`config.mk`:
```
export PLATFORM = sky130hd
export DESIGN_NAME = seq_match_detector
export DESIGN_NICKNAME = d
export VERILOG_FILES = /design/src/rtl/seq_match_pkg.sv /design/src/rtl/sat_counter.sv /design/src/rtl/seq_match_detector.sv
export SDC_FILE = /design/constraint.sdc
export NUM_CORES = 1
export LEC_CHECK = 0
export ABC_AREA = 1
export CORE_AREA = 2 2 39 41
export DETAILED_ROUTE_END_ITERATION = 8
export DIE_AREA = 0 0 41 43
export GPL_TIMING_DRIVEN = 0
export PLACE_DENSITY = 0.73
export SYNTH_ARGS = -nofsm -noshare
export SYNTH_HDL_FRONTEND = slang
export SYNTH_SLANG_ARGS = --single-unit
```
`constraint.sdc`:
```
create_clock -name clk -period 1.2 [get_ports clk]
set_input_delay 0.36 -clock clk [delete_from_list [all_inputs] [get_ports clk]]
set_output_delay 0.36 -clock clk [all_outputs]
set_load 0.02 [all_outputs]
```
`src/rtl/seq_match_pkg.sv`:
```
// ============================================================================
// Module  : seq_match_pkg
// Brief   : Shared FSM state type and default constants for seq_match_detector.
// Revision: 1.0 - initial release
// ============================================================================
`default_nettype none

package seq_match_pkg;

  localparam int DEF_PAT_WIDTH   = 4;
  localparam int DEF_COUNT_WIDTH = 8;
  localparam logic [DEF_PAT_WIDTH-1:0] DEF_PATTERN = 4'b1101;

  typedef enum logic [0:0] {
    FILL  = 1'b0,
    ARMED = 1'b1
  } state_e;

endpackage

`default_nettype wire

```
`src/rtl/sat_counter.sv`:
```
// ============================================================================
// Module  : sat_counter
// Brief   : Saturating up-counter with synchronous clear (clear wins over inc).
// Revision: 1.0 - initial release
// ============================================================================
`default_nettype none

module sat_counter #(
  parameter int WIDTH = 8
) (
  input  logic             clk,
  input  logic             n_rst,
  input  logic             clr,
  input  logic             inc,
  output logic [WIDTH-1:0] count
);

  logic [WIDTH-1:0] count_q;
  logic [WIDTH-1:0] count_d;

  always_comb begin
    count_d = count_q;
    if (clr) begin
      count_d = '0;
    end else if (inc && (count_q != '1)) begin
      count_d = count_q + 1'b1;
    end
  end

  always_ff @(posedge clk) begin
    if (!n_rst) begin
      count_q <= '0;
    end else begin
      count_q <= count_d;
    end
  end

  assign count = count_q;

endmodule

`default_nettype wire

```
`src/rtl/seq_match_detector.sv`:
```
// ============================================================================
// Module  : seq_match_detector
// Brief   : Serial pattern matcher with Mealy match pulse, loadable pattern,
//           overlap control and optional saturating match counter.
// Config  : define SEQ_MATCH_COUNT_EN to build the match counter.
// Revision: 1.0 - initial release
// ============================================================================
`default_nettype none

module seq_match_detector
  import seq_match_pkg::*;
#(
  parameter int                   PAT_WIDTH     = DEF_PAT_WIDTH,
  parameter int                   COUNT_WIDTH   = DEF_COUNT_WIDTH,
  parameter logic [PAT_WIDTH-1:0] RESET_PATTERN = PAT_WIDTH'(DEF_PATTERN)
) (
  input  logic                   clk,
  input  logic                   n_rst,
  input  logic                   en,
  input  logic                   i,
  input  logic                   overlap,
  input  logic                   pat_load,
  input  logic [PAT_WIDTH-1:0]   pat_in,
  input  logic                   clr_count,
  output logic                   o,
  output logic                   armed,
  output logic [COUNT_WIDTH-1:0] match_count
);

  localparam int                FILL_W    = $clog2(PAT_WIDTH);
  localparam logic [FILL_W-1:0] FILL_LAST = FILL_W'(PAT_WIDTH - 1);

  state_e               state_q, state_d;
  logic [FILL_W-1:0]    fill_q, fill_d;
  logic [PAT_WIDTH-2:0] hist_q, hist_d;
  logic [PAT_WIDTH-1:0] pat_q, pat_d;
  logic [PAT_WIDTH-1:0] w_window;
  logic                 w_hit;

  assign w_window = {hist_q, i};

  always_comb begin
    state_d = state_q;
    fill_d  = fill_q;
    hist_d  = hist_q;
    pat_d   = pat_q;
    w_hit   = 1'b0;
    if (pat_load) begin
      pat_d   = pat_in;
      fill_d  = '0;
      state_d = FILL;
    end else if (en) begin
      w_hit  = (state_q == ARMED) && (w_window == pat_q);
      hist_d = w_window[PAT_WIDTH-2:0];
      // Non-overlapping mode restarts the fill so no bit of this match is reused.
      if (w_hit && !overlap) begin
        fill_d  = '0;
        state_d = FILL;
      end else begin
        if (fill_q != FILL_LAST) begin
          fill_d = fill_q + 1'b1;
        end
        state_d = (fill_d == FILL_LAST) ? ARMED : FILL;
      end
    end
  end

  always_ff @(posedge clk) begin
    if (!n_rst) begin
      state_q <= FILL;
      fill_q  <= '0;
      hist_q  <= '0;
      pat_q   <= RESET_PATTERN;
    end else begin
      state_q <= state_d;
      fill_q  <= fill_d;
      hist_q  <= hist_d;
      pat_q   <= pat_d;
    end
  end

  assign o     = w_hit & n_rst;
  assign armed = (state_q == ARMED);

`ifdef SEQ_MATCH_COUNT_EN
  sat_counter #(
    .WIDTH (COUNT_WIDTH)
  ) u_match_counter (
    .clk   (clk),
    .n_rst (n_rst),
    .clr   (clr_count),
    .inc   (o),
    .count (match_count)
  );
`else
  logic w_unused_clr;
  assign w_unused_clr = clr_count;
  assign match_count  = '0;
`endif

endmodule

`default_nettype wire

```
==> metrics.md <==
| Metric | Value |
|---|---|
| Post-DP HPWL | `784 um` |
| M1 WL | `420 um` |
| Critical path's slowest cell | `dfxtp_2` |
| Gr ovfl total | `0` |
| Min-delay worst type | `flop to flop` |
| R2R Path Start | `pat_q[0]` |
| Initial Util | `a little under two fifths` |
| Die area | `around 0.0018 mm^2` |
| Max-Cap Viols | `0` |
| CP peak stage delay | `between 0.3 and 0.4 ns` |
| Failing checks | `negative setup slack` |
| Clock sinks | `10` |
| Root Buffer | `clkbuf_4` |
| Crit-path leading delay family | `simple AND/OR/NAND/NOR gates` |
| Final Util | `between 50% and 60%` |
| Avg Vias per Cell | `about 4.2` |
| Clock share of power | `37.0%` |
| Max VDD drop | `between 500 and 600 uV` |
| Area post-placement | `687 um^2` |
| Max-slew violations | `0` |
| EDFF count, synth | `0` |
| R2r worst-path depth | `8` |
| Post-synthesis sequential area ratio | `38.6%` |
| Mean Syn Cell Area | `just over 7 um^2` |
| Residual DRC | `0` |
| # H-tree levels | `1` |
| Hold WS | `between 0.4 and 0.5 ns` |
| First-pass GRT wire length | `1.71 mm` |
| Final WS setup | `-0.391 ns` |
| Synth Cell Area | `around 520 um^2` |
| Final ANT Viol Nets | `0` |
| Ys async rst share | `0%` |
| Die span in x | `~41 um` |
| Most frequent cells in the layout | `nand2_1, buf_4, conb_1` |
| Reg-to-reg endpoint | `armed` |
| Leak pwr | `between 0.3 and 0.4 nW` |
| Final nets | `110` |
| Outcome | `complete, but fails checks` |
| Post-synth top area cell | `dfxtp_1` |
| CTS Hold Buffers Added | `0` |
| Seq pwr share | `44.0%` |
| Router iterations before antenna repair | `4` |
| TritonCTS clock tree | `done` |
| Worst endpoint data arrival time | `approximately 1.2 ns` |
| WS Path Type | `flop to output pin` |
| Commonest non-fill, non-tap cell in the layout | `nand2_1` |
| Vias in the first global route | `445` |
| Detail Route met3 WL | `43 um` |
| Inst Count DP | `around 110` |
| Share of post-route cells with drive strength above 1 | `between 30% and 40%` |
| Met2 wire len | `527 um` |
| P_int | `~0.00061 W` |
| All-Layer GR Usage | `approximately 14%` |
| Switch Pwr | `0.000219 W` |
| Fill cell count | `~150` |
| Clock Path Buffers | `2` |
| Worst path most repeated cell | `nand2_1` |
| Finished Layout Cells | `roughly 110` |
| Core footprint | `0.00138 mm^2` |
| GPL Wtd Cong | `roughly 0.7` |
| Initial antenna violation count | `0` |
| Hold path endpoint | `pat_q[2]` |
| R2r setup slk | `~0.080 ns` |
| Clock Latency Late Sink | `0.27 ns` |
| Chip height | `between 40 and 50 um` |
| Fmax | `~630 MHz` |
| Sw Share | `between 20% and 30%` |
| CP max FO | `2` |
| Ports | `21` |
| TritonCTS Buffers | `3` |
| Worst Skew | `~0.0073 ns` |
| Largest cells by area after synthesis | `dfxtp_1, buf_4, nand2_1` |
| Cells along the critical path | `inv_1 -> nand2_1 -> nand2_1 -> nor2_2 -> nand3_2 -> nor3_4 -> buf_6` |
| Final Setup Violations | `1` |
| Combinational share of power | `roughly a fifth` |
| Pwr dens | `1090 mW/mm^2` |
| Hold Path Cell Cnt | `2` |
| CP bufs+invs | `2` |
| Clock transition at path regs | `approximately 0.070 ns` |
| Req. time, crit path | `0.84 ns` |
| Synth Warn # | `0` |
| Yosys top cell area share | `around 39%` |
| Routed len/inst | `around 8.9 um` |
| RSZ-0062 raised after global routing | `true` |
| Port buffer count | `11` |
| Hold Startpoint | `pat_q[2]` |
| Critical Path Source Type | `flop` |
| Pin count of the biggest net entering global routing | `8` |
| Area Growth Syn to Fin | `47.3%` |
| Synth Instances | `73` |
| Final period util | `133%` |
| Iteration-0 DRC Markers | `3` |
| Unique masters post-synth | `17` |
| Rows | `14` |
| Minimum clock period | `around 1.6 ns` |
| Post-layout instance area | `roughly 760 um^2` |
| Setup TNS | `-0.391 ns` |
| Routed vias | `483` |
| Final-report hold violation count | `0` |
| Seq cells post-synth | `10` |
| Number of diodes | `0` |
| DR top layer | `met4` |
| Ys flop type | `dfxtp_1` |
| Crit. End Element | `output pin` |
| Total routed wirelength | `roughly 1.0 mm` |
[area by class of cell]
| type | count | area, um^2 | area share (%) |
|---|---|---|---|
| flip-flops and latches | 10 | 205 | 26.9 |
| plain buffers | 8 | 60.1 | 7.87 |
| well taps | 16 | 20.0 | 2.62 |
| inverters | 10 | 37.5 | 4.92 |
| clock buffers | 4 | 36.3 | 4.75 |
| multi-input cells | 52 | 275 | 36.1 |
| repair buffers | 14 | 129 | 16.9 |
[cells in the mapped netlist, types with 2 or more instances]
| library cell | count |
|---|---|
| nand2_1 | 15 |
| nor2_2 | 3 |
| buf_4 | 8 |
| o21ai_1 | 2 |
| inv_1 | 6 |
| nand3_1 | 2 |
| inv_2 | 4 |
| dfxtp_1 | 10 |
| o21ai_0 | 4 |
| o211ai_1 | 2 |
| a21oi_1 | 5 |
| nor2_1 | 7 |
[power by group through the flow]
stage / registers, W / clock network, W / logic, W
floorplan: 0.000369 / 0 / 0.0000993
global placement: 0.000369 / 0 / 0.000148
detailed placement: 0.000370 / 0 / 0.000150
CTS: 0.000363 / 0.000311 / 0.000146
global route: 0.000367 / 0.000325 / 0.000178
finish: 0.000365 / 0.000307 / 0.000158
[cell families (layout without fill, tap and decap cells)]
logic type                count (synthesis)  in the layout  share of synthesized area (%)
xor gates and xnor gates                  1              1                           1.69
other                                     1              8                          0.724
AOI/OAI and AO/OA                        13             13                           13.5
buffers and inverters                    18             36                           18.8
and+or+nand+nor                          30             30                           26.6
DFF                                      10             10                           38.6
[through the flow]
step                worst slack, ns  total power, W
detailed placement            -1.16        0.000520
global route                 -0.454        0.000870
global placement              -1.16        0.000517
finish                       -0.391        0.000829
CTS                          -0.406        0.000820
floorplan                   -0.0475        0.000468
[routing by layer]
| layer | vias to the layer above | GRT usage, % |
|---|---|---|
| li1 | 265 | - |
| met3 | 4 | 1.57 |
| met1 | 204 | 17.8 |
| met5 | - | 0 |
| met4 | 0 | 8.00 |
| met2 | 10 | 22.5 |
[worst reg2reg max path: cells and delay by family (launching register included)]
kind	cells	cell delay (ns)
buffers and inverters	2	0.18
DFF	1	0.33
and+or+nand+nor	6	0.52
[timing repair]
action,CTS,global route
endpoints found under the setup margin,7,4
gates resized for setup,17,9
pin swaps,0,2
hold endpoints to repair,0,0
buffers inserted,1,3
[registers in the layout, summed over array words and instances (netlist names)]
signal  count
armed       1
fill_q      2
hist_q      3
pat_q       4
[worst max path at each step]
stage,start,end,slack [ns],cells past startpoint
after global routing,pat_q[1],o,-0.45,7
after global placement,i,o,-1.16,8
after floorplan,i,o,-0.05,6
after CTS,hist_q[0],o,-0.41,7
final,pat_q[0],o,-0.39,7
after detailed placement,i,o,-1.16,8
Power figures use the tool's default switching activity.
